===== config.mk =====
export PLATFORM = sky130hd
export DESIGN_NAME = adrv9009_tx_tone_src
export DESIGN_NICKNAME = d
export VERILOG_FILES = /design/src/rtl/adrv9009_tx_pkg.sv /design/src/rtl/adrv9009_tx_step_tone.sv /design/src/rtl/adrv9009_tx_tone_src.sv
export SDC_FILE = /design/constraint.sdc
export NUM_CORES = 1
export LEC_CHECK = 0
export CORE_UTILIZATION = 44
export DETAILED_ROUTE_END_ITERATION = 7
export PLACE_DENSITY = 0.71
export SLEW_MARGIN = 5
export SYNTH_ARGS = -nofsm -noshare
export SYNTH_HDL_FRONTEND = slang
export SYNTH_SLANG_ARGS = --single-unit

===== constraint.sdc =====
create_clock -name clk -period 4.3 [get_ports clk]
set_input_delay 0.86 -clock clk [delete_from_list [all_inputs] [get_ports clk]]
set_output_delay 0.86 -clock clk [all_outputs]
set_load 0.05 [all_outputs]

===== src/rtl/adrv9009_tx_pkg.sv =====
// Shared types and level tables for the ADRV9009 transmit tone source.
package adrv9009_tx_pkg;

  typedef logic signed [15:0] sample_t;

  typedef enum logic [2:0] {
    IDLE   = 3'd0,
    LEAD   = 3'd1,
    TONE_A = 3'd2,
    TONE_B = 3'd3,
    TONE_C = 3'd4,
    SUM    = 3'd5
  } seg_e;

  localparam sample_t SAMPLE_MAX = 16'sh7fff;
  localparam sample_t SAMPLE_MIN = 16'sh8000;

  localparam sample_t T8 [8] = '{
    sample_t'(0),      sample_t'(23170),  sample_t'(32767),  sample_t'(23170),
    sample_t'(0),      sample_t'(-23170), sample_t'(-32768), sample_t'(-23170)
  };

  localparam sample_t T4 [4] = '{
    sample_t'(0), sample_t'(32767), sample_t'(0), sample_t'(-32768)
  };

endpackage


===== src/rtl/adrv9009_tx_step_tone.sv =====
// Stepped-tone phase generator: holds each table level PERIOD+1 samples, PHASES (8 or 4) levels.
// level always reflects the sample *after* the one currently on the output register.
module adrv9009_tx_step_tone
  import adrv9009_tx_pkg::*;
#(
  parameter int PERIOD = 0,
  parameter int PHASES = 8
) (
  input  logic               clk,
  input  logic               reset,
  input  logic               clr,
  input  logic               adv,
  output logic signed [15:0] level
);

  localparam int HW = (PERIOD > 0) ? $clog2(PERIOD + 1) : 1;
  localparam logic [HW-1:0] HOLD_MAX  = HW'(PERIOD);
  // clr loads the position of sample index 1, since sample 0 is emitted by the start itself
  localparam logic [HW-1:0] CLR_HOLD  = (PERIOD > 0) ? HW'(1) : HW'(0);
  localparam logic [2:0]    CLR_PHASE = (PERIOD > 0) ? 3'd0 : 3'd1;
  localparam logic [2:0]    PH_LAST   = 3'(PHASES - 1);

  generate
    if (PHASES != 8 && PHASES != 4) begin : g_bad_phases
      $error("adrv9009_tx_step_tone: PHASES must be 8 or 4");
    end
  endgenerate

  logic [HW-1:0] hold;
  logic [2:0]    phase;

  always_ff @(posedge clk) begin
    if (reset) begin
      hold  <= '0;
      phase <= '0;
    end else if (clr) begin
      hold  <= CLR_HOLD;
      phase <= CLR_PHASE;
    end else if (adv) begin
      if (hold == HOLD_MAX) begin
        hold  <= '0;
        phase <= (phase == PH_LAST) ? 3'd0 : phase + 3'd1;
      end else begin
        hold <= hold + HW'(1);
      end
    end
  end

  always_comb begin
    level = (PHASES == 4) ? T4[phase[1:0]] : T8[phase];
  end

endmodule


===== src/rtl/adrv9009_tx_tone_src.sv =====
// Scheduled stepped-tone test source (LEAD, A, B, C, A+C) with a registered valid/ready output.
// Define TX_TONE_SAT_EN to saturate the A+C sum instead of wrapping it.
module adrv9009_tx_tone_src
  import adrv9009_tx_pkg::*;
#(
  parameter int PERIOD_A = 24,
  parameter int PERIOD_B = 9,
  parameter int PERIOD_C = 0,
  parameter int LEAD_LEN = 15,
  parameter int LEN_A    = 975,
  parameter int LEN_B    = 510,
  parameter int LEN_C    = 500
) (
  input  logic               clk,
  input  logic               reset,
  input  logic               start,
  input  logic               stop,
  input  logic               out_ready,
  output logic               out_valid,
  output logic signed [15:0] out,
  output logic [2:0]         seg,
  output logic               busy
);

  generate
    if (LEAD_LEN < 1 || LEN_A < 1 || LEN_B < 1 || LEN_C < 1) begin : g_bad_len
      $error("adrv9009_tx_tone_src: segment lengths must be >= 1");
    end
  endgenerate

  localparam logic [15:0] LEAD_LAST = 16'(LEAD_LEN - 1);
  localparam logic [15:0] A_LAST    = 16'(LEN_A - 1);
  localparam logic [15:0] B_LAST    = 16'(LEN_B - 1);
  localparam logic [15:0] C_LAST    = 16'(LEN_C - 1);

  // Handshake: a sample transfers on every clk edge where out_valid && out_ready;
  // out_valid never depends on out_ready and out/seg hold until that transfer.
  seg_e        state, state_d, seg_nxt;
  logic [15:0] cnt, cnt_d;
  sample_t     out_d, lvl_a, lvl_b, lvl_c, sum_v;
  logic signed [16:0] sum17;
  logic        beat, clr, adv, last;

  adrv9009_tx_step_tone #(.PERIOD(PERIOD_A), .PHASES(8)) u_tone_a (
    .clk(clk), .reset(reset), .clr(clr), .adv(adv), .level(lvl_a));
  adrv9009_tx_step_tone #(.PERIOD(PERIOD_B), .PHASES(8)) u_tone_b (
    .clk(clk), .reset(reset), .clr(clr), .adv(adv), .level(lvl_b));
  adrv9009_tx_step_tone #(.PERIOD(PERIOD_C), .PHASES(4)) u_tone_c (
    .clk(clk), .reset(reset), .clr(clr), .adv(adv), .level(lvl_c));

  assign out_valid = (state != IDLE);
  assign busy      = (state != IDLE);
  assign seg       = state;
  assign beat      = out_valid & out_ready;

  always_comb begin
    sum17 = {lvl_a[15], lvl_a} + {lvl_c[15], lvl_c};
`ifdef TX_TONE_SAT_EN
    if (sum17[16] != sum17[15]) sum_v = sum17[16] ? SAMPLE_MIN : SAMPLE_MAX;
    else                        sum_v = sum17[15:0];
`else
    sum_v = sum17[15:0];
`endif
  end

  always_comb begin
    state_d = state;
    cnt_d   = cnt;
    out_d   = out;
    clr     = 1'b0;
    adv     = 1'b0;
    last    = 1'b0;
    seg_nxt = state;
    if (stop) begin
      state_d = IDLE;
      cnt_d   = '0;
      out_d   = '0;
    end else if (state == IDLE) begin
      if (start) begin
        state_d = LEAD;
        cnt_d   = '0;
        out_d   = '0;
        clr     = 1'b1;
      end
    end else if (beat) begin
      adv = 1'b1;
      case (state)
        LEAD:    begin last = (cnt == LEAD_LAST); seg_nxt = TONE_A; end
        TONE_A:  begin last = (cnt == A_LAST);    seg_nxt = TONE_B; end
        TONE_B:  begin last = (cnt == B_LAST);    seg_nxt = TONE_C; end
        TONE_C:  begin last = (cnt == C_LAST);    seg_nxt = SUM;    end
        default: begin last = 1'b0;               seg_nxt = state;  end
      endcase
      if (last) begin
        state_d = seg_nxt;
        cnt_d   = '0;
      end else if (state != SUM) begin
        cnt_d = cnt + 16'd1;
      end
      // out is loaded with the next sample, so select by the segment it belongs to
      case (state_d)
        TONE_A:  out_d = lvl_a;
        TONE_B:  out_d = lvl_b;
        TONE_C:  out_d = lvl_c;
        SUM:     out_d = sum_v;
        default: out_d = '0;
      endcase
    end
  end

  always_ff @(posedge clk) begin
    if (reset) begin
      state <= IDLE;
      cnt   <= '0;
      out   <= '0;
    end else begin
      state <= state_d;
      cnt   <= cnt_d;
      out   <= out_d;
    end
  end

endmodule


# Word level (Yosys, flattened, before mapping)
# Memories as Yosys holds them, arrays and structs flattened.
# Cells that the tools add are included.
# classes
n_eq_ne,20
n_div,0
mul,0
shift,0
bitwise,5
order_cmp,3
n_reduce_logical,13
n_addsub,8
mux,46
# op_table
cell,n
16-bit 2-to-1 mux,13
16-bit one-hot mux with 4 select lines,1
16-bit binary-select mux with 2-bit select,1
"16-bit by 9-bit equality test with 1-bit output, second input constant",2
3-bit 2-to-1 mux,10
1-bit 2-to-1 mux,17
"16-bit by 1-bit adder with 16-bit output, second input constant",1
16-bit adder,1
"16-bit by 10-bit equality test with 1-bit output, second input constant",1
"16-bit by 4-bit equality test with 1-bit output, second input constant",1
"3-bit by 2-bit equality test with 1-bit output, second input constant",5
"3-bit equality test, second input constant",5
3-bit one-hot mux with 4 select lines,1
2-bit AND reduction,5
"3-bit by 1-bit adder with 3-bit output, second input constant",3
"4-bit greater-or-equal comparator, second input constant",2
3-bit inverter with 4-bit output,2
3-bit nonzero test,2
"5-bit by 1-bit adder with 5-bit output, second input constant",1
"5-bit equality test, second input constant",1
5-bit 2-to-1 mux,1
"4-bit by 1-bit adder with 4-bit output, second input constant",1
"4-bit equality test, second input constant",1
4-bit 2-to-1 mux,1
other kinds (13),16
# totals
regBits,54
latch_bits,0
elab_cells,109
ramBits,0
out_inout_bits,21
n_memories,2
in_bits,5
mem_bits_ro,256
# memory_table
name,depth,width,rd,rd_clocked_by_memory_dff,write_ports,line,text
(no name shown),8,16,1,0,0,adrv9009_tx_step_tone.sv:50,level = (PHASES == 4) ? T4[phase[1:0]] : T8[phase];
(no name shown),8,16,1,0,0,adrv9009_tx_step_tone.sv:50,

# Longest topological paths before layout
# logic_depth
ltp_word,13
ltp_mapped,14
ltp_nobuf,14

# By module
# From an unflattened synthesis, not the netlist that was laid out.
# hier_totals
hier_cells,530
hier_area_um2,4346.7
# by_module_without_submodules
module,n_inst,cells_each,seq_area_each_um2,area_each_um2
adrv9009_tx_tone_src,1,379,700.7,3024.2
adrv9009_tx_step_tone at u_tone_a,1,64,160.2,579.3
adrv9009_tx_step_tone at u_tone_b,1,59,140.1,500.5
adrv9009_tx_step_tone at u_tone_c,1,28,60.1,242.7

# Worst setup path before layout
# OpenSTA, ideal clock, no wires.
# synth_timing
kind,reg2reg
start,register u_tone_a.phase[0]
end,register out[15]
required_ns,4.209
t_arrival_ns,3.162
path_buffers,1
period_less_slack_ns,3.253
stages_incl_launch_ff,15
slack_ns,1.047
setup_ns,0.091
path_cell_list,dfxtp_1 inv_1 ha_1 nor2b_1 a21oi_1 inv_1 ha_1 clkbuf_1 o21ai_0 fa_1 o21ai_0 a21oi_1 xor2_1 or4_1 a311oi_1
# synth_between
elab_chain_len,8
# synth_lines
element,line,text
"start, declared",adrv9009_tx_step_tone.sv:30,logic [2:0] phase;
"start signal, assigned",adrv9009_tx_step_tone.sv:42,phase <= (phase == PH_LAST) ? 3'd0 : phase + 3'd1;
3-bit inverter with 4-bit output (implied by the code) (*),adrv9009_tx_step_tone.sv:50,
memory 8 x 16 bit (*),n/a,
16-bit 2-to-1 mux (implied by the code) (*) (2 in series),adrv9009_tx_step_tone.sv:50,
16-bit adder,adrv9009_tx_tone_src.sv:57,"sum17 = {lvl_a[15], lvl_a} + {lvl_c[15], lvl_c};"
16-bit one-hot mux with 4 select lines (*),adrv9009_tx_tone_src.sv:101,case (state_d)
16-bit 2-to-1 mux (*),adrv9009_tx_tone_src.sv:85,end else if (beat) begin
16-bit 2-to-1 mux (*),adrv9009_tx_tone_src.sv:78,end else if (state == IDLE) begin
"end signal, assigned",adrv9009_tx_tone_src.sv:119,out <= out_d;
"end, declared",adrv9009_tx_tone_src.sv:20,"output logic signed [15:0] out,"
# Every way passes the cells marked *; elsewhere a longest branch is shown, timed or not. The select of a mux whose other input is x is not followed.
# A chain may end at the register's enable or synchronous reset.

# Final worst setup path
# Same ends and word-level chain as after synthesis.

==> results.yml <==
global_route:
  global_route_wire_length_before_repair_um: 13200
  grt_max_degree: 21
  overflow: 0
  first_global_vias: 2751
  grt.total_usage_pct: 19.5
  antenna_found_initial: 0
synth:
  ys_seq_area_share_pct: 30.3
  synth_async_sr_flop_share_pct: 0
  count_of_yosys_warnings_during_synthesis: 0
  post_syn_nets: 435
  syn_avg_cell_area_um2: 8.40
  yosys_register_bits: 52
  postSynthCellCount: 409
  yosys-top-cells-count: "dfxtp_1, nor2_1, nand2_1, a21oi_1, inv_1"
  synth.distinct_cells: 69
  most_used_flip_flop_cell_after_synthesis: "dfxtp_1"
  yosys-top-cells-area: "dfxtp_1, ha_1, nor2_1"
  post_synth_instance_area_um2: 3440
  synth_edf_count: 0
  netlist.area_leader.share_pct: 30.3
  synth_most_common_cell: "dfxtp_1"
  synthDominantAreaCellType: "dfxtp_1"
clock_tree:
  post-cts-setup-buffer-count: 0
  insertion_delay_ps: 310
  numCtsBuffers: 5
  clk_transition_reported_paths_ps: 90
  resized_cells_post_cts: 0
  cts.path.max_buffers: 2
  total_number_of_clock_tree_sinks: 52
  postCtsHoldBufs: 0
  tritoncts: "done"
  clock_tree.root_cell: "clkbuf_8"
  cts.htree.levels: 2
sta:
  timing.final.hold_violations: 0
  grt_setup_unrepaired: "no"
  fmaxAchievable_mhz: 291
  min_period_ps: 3440
  setup_total_negative_slack_ps: 0
  min_period_over_period_pct: 79.9
  timing.final.setup_violations: 0
  worstMarginPinSlew_ps: 769
  slew_viol_final: 0
  timing.clock.skew_ps: 4.85
  fin_hold_ws_ps: 444
  slew-limit-headroom_pct: 48.3
  setup_ws_ps: 863
setup_path:
  crit_path_top_delay_cell: "ha_1"
  timing.rr.start: "u_tone_a.phase[0]"
  cp.required_ps: 4530
  timing.critical_path.from_type: "register"
  cp-end-kind: "register"
  critical_path_peak_fanout: 8
  critical_path_buf_inv_count: 2
  top_family_by_delay_on_critical_path: "adder cells"
  timing.critical_path.arrival_ps: 3660
  worst_setup_path_startpoint: "u_tone_a.phase[0]"
  timing.critical_path.slowest_cell_delay_ps: 450
  critical_path_cell_list: "inv_1 > ha_1 > nor2b_1 > a21oi_1 > inv_1 > ha_1 > o21ai_0 > fa_1 > o21ai_0 > a21oi_1 > xor2_1 > or4_1 > a311oi_1"
  timing.setup.critical_path_class: "register to register"
layout:
  antennaDiodeCount: 0
  syn_to_final_growth_pct: 8.77
  num-nets-final: 446
  fillers: 720
  fraction_of_layout_cells_with_a_size_suffix_above_1_pct: 7.38
drt:
  firstDrtPassIters: 5
  drt-vias-per-instance: 5.80
  routed_wl_um: 7790
  drc: 0
  wl_per_cell_um: 15.0
  drtAntennaViolNets: 0
  vias: 3008
  detail_route.iter0.violations: 202
floorplanning:
  initial_utilization_pct: 46.4
  die_area_um2: 8170
  die_width_um: 90.4
  fp-row-count: 31
  num_io_pins: 26
  dieHeight_um: 90.4
  design.core.area_um2: 7410
flow_run:
  cap_violations: 0
place:
  gp_congestion: 0.873
  port-buffer-count: 25
  detailedPlacementHpwl_um: 5740
  pre_cts_slack_ps: 853
pwr:
  total_leakage_power_nw: 1.31
  ir_worst_vdd_v: 0.000173
  powerDensity_nw_per_um2: 227
status:
  run_status: "complete, no violations"
min_path:
  hold_path_startpoint: "u_tone_c.phase[2]"
  worst_hold_path_type: "register to register"
[area by class of cell]
class,count,area [um2],area share [%]
timing repair buffer,28,273,7.30
clock inverter,1,5.00,0.134
clock buffer,6,72.6,1.94
sequential,52,1040,27.8
inverter,19,71.3,1.91
tap,99,124,3.31
multi-input combinational,314,2150,57.6
[flip-flops by register name (all words and copies together) (netlist names)]
signal and count:
out 15, u_tone_b.phase 3, u_tone_c.phase 3, cnt 16, u_tone_a.phase 3, u_tone_a.hold 5, seg 3, u_tone_b.hold 4
[cell families (layout without fill, tap and decap cells)]
group | after synthesis | in the layout | share of synthesized area, %
and+or+nand+nor | 158 | 158 | 24.1
DFF | 52 | 52 | 30.3
xor gates and xnor gates | 21 | 21 | 5.35
AOI/OAI and AO/OA | 107 | 107 | 22.6
muxes | 7 | 7 | 2.04
buffers and inverters | 43 | 54 | 7.10
adders and majority gates | 21 | 21 | 8.52
[power breakdown]
group	switching (mW)	internal (mW)
sequential	0.00699	0.485
clock	0.159	0.111
combinational	0.0586	0.0291
total	0.224	0.625
[worst min-delay path: cells and delay by family, from the launching register on]
family                 cells  cell delay (ps)
buffers and inverters      1               60
flip-flops                 1              310
AO/OA/AOI/OAI              1               40
[per-stage QoR]
stage	cell area [um2]	power [mW]	cells	utilization (%)
final	3740	0.849	519	50.5
after global routing	3740	0.883	519	50.5
after CTS	3740	0.862	519	50.5
after detailed placement	3660	0.591	512	49.4
after global placement	3660	0.589	512	49.4
after floorplan	3440	0.569	409	-
[metal layers]
layer | vias up | wire [um] | GRT usage [%] | part of all wire, %
li1 | 1498 | - | - | -
met1 | 1406 | 3630 | 26.0 | 47
met2 | 85 | 3590 | 31.6 | 46
met3 | 19 | 396 | 4.04 | 5.1
met4 | 0 | 167 | 6.05 | 2.1
met5 | - | 0 | 0 | 0
[final timing paths]
kind                        to  slack, ps  depth (start not counted)
max reg2reg            out[15]        860                         13
min reg2reg  u_tone_c.phase[2]        440                          2
max                    out[15]        860                         13
min          u_tone_c.phase[2]        440                          2
[cells in the final DEF (no fill, tap or decap), types with 2 or more instances in the layout]
master / instances
a21oi_1: 30
a41o_2: 2
nand2b_1: 6
and3_1: 3
inv_1: 19
clkbuf_8: 5
nand3_1: 11
mux2i_1: 7
fa_1: 4
nor4_1: 5
o21ai_0: 15
nor2_1: 48
or3_1: 2
a32o_1: 2
buf_4: 3
o31ai_1: 3
a221o_1: 5
a211oi_2: 3
a22oi_1: 5
nor2b_1: 5
a31oi_1: 7
and2_1: 2
a21o_1: 5
clkdlybuf4s50_1: 25
a211oi_1: 11
nor3b_1: 3
xnor2_1: 4
xor2_1: 17
nand2_1: 37
dfxtp_1: 52
and2b_2: 2
ha_1: 17
nand4_1: 5
a311oi_1: 4
nand3b_1: 2
nor3_1: 11
nand4b_1: 3
Power figures use the tool's default switching activity.
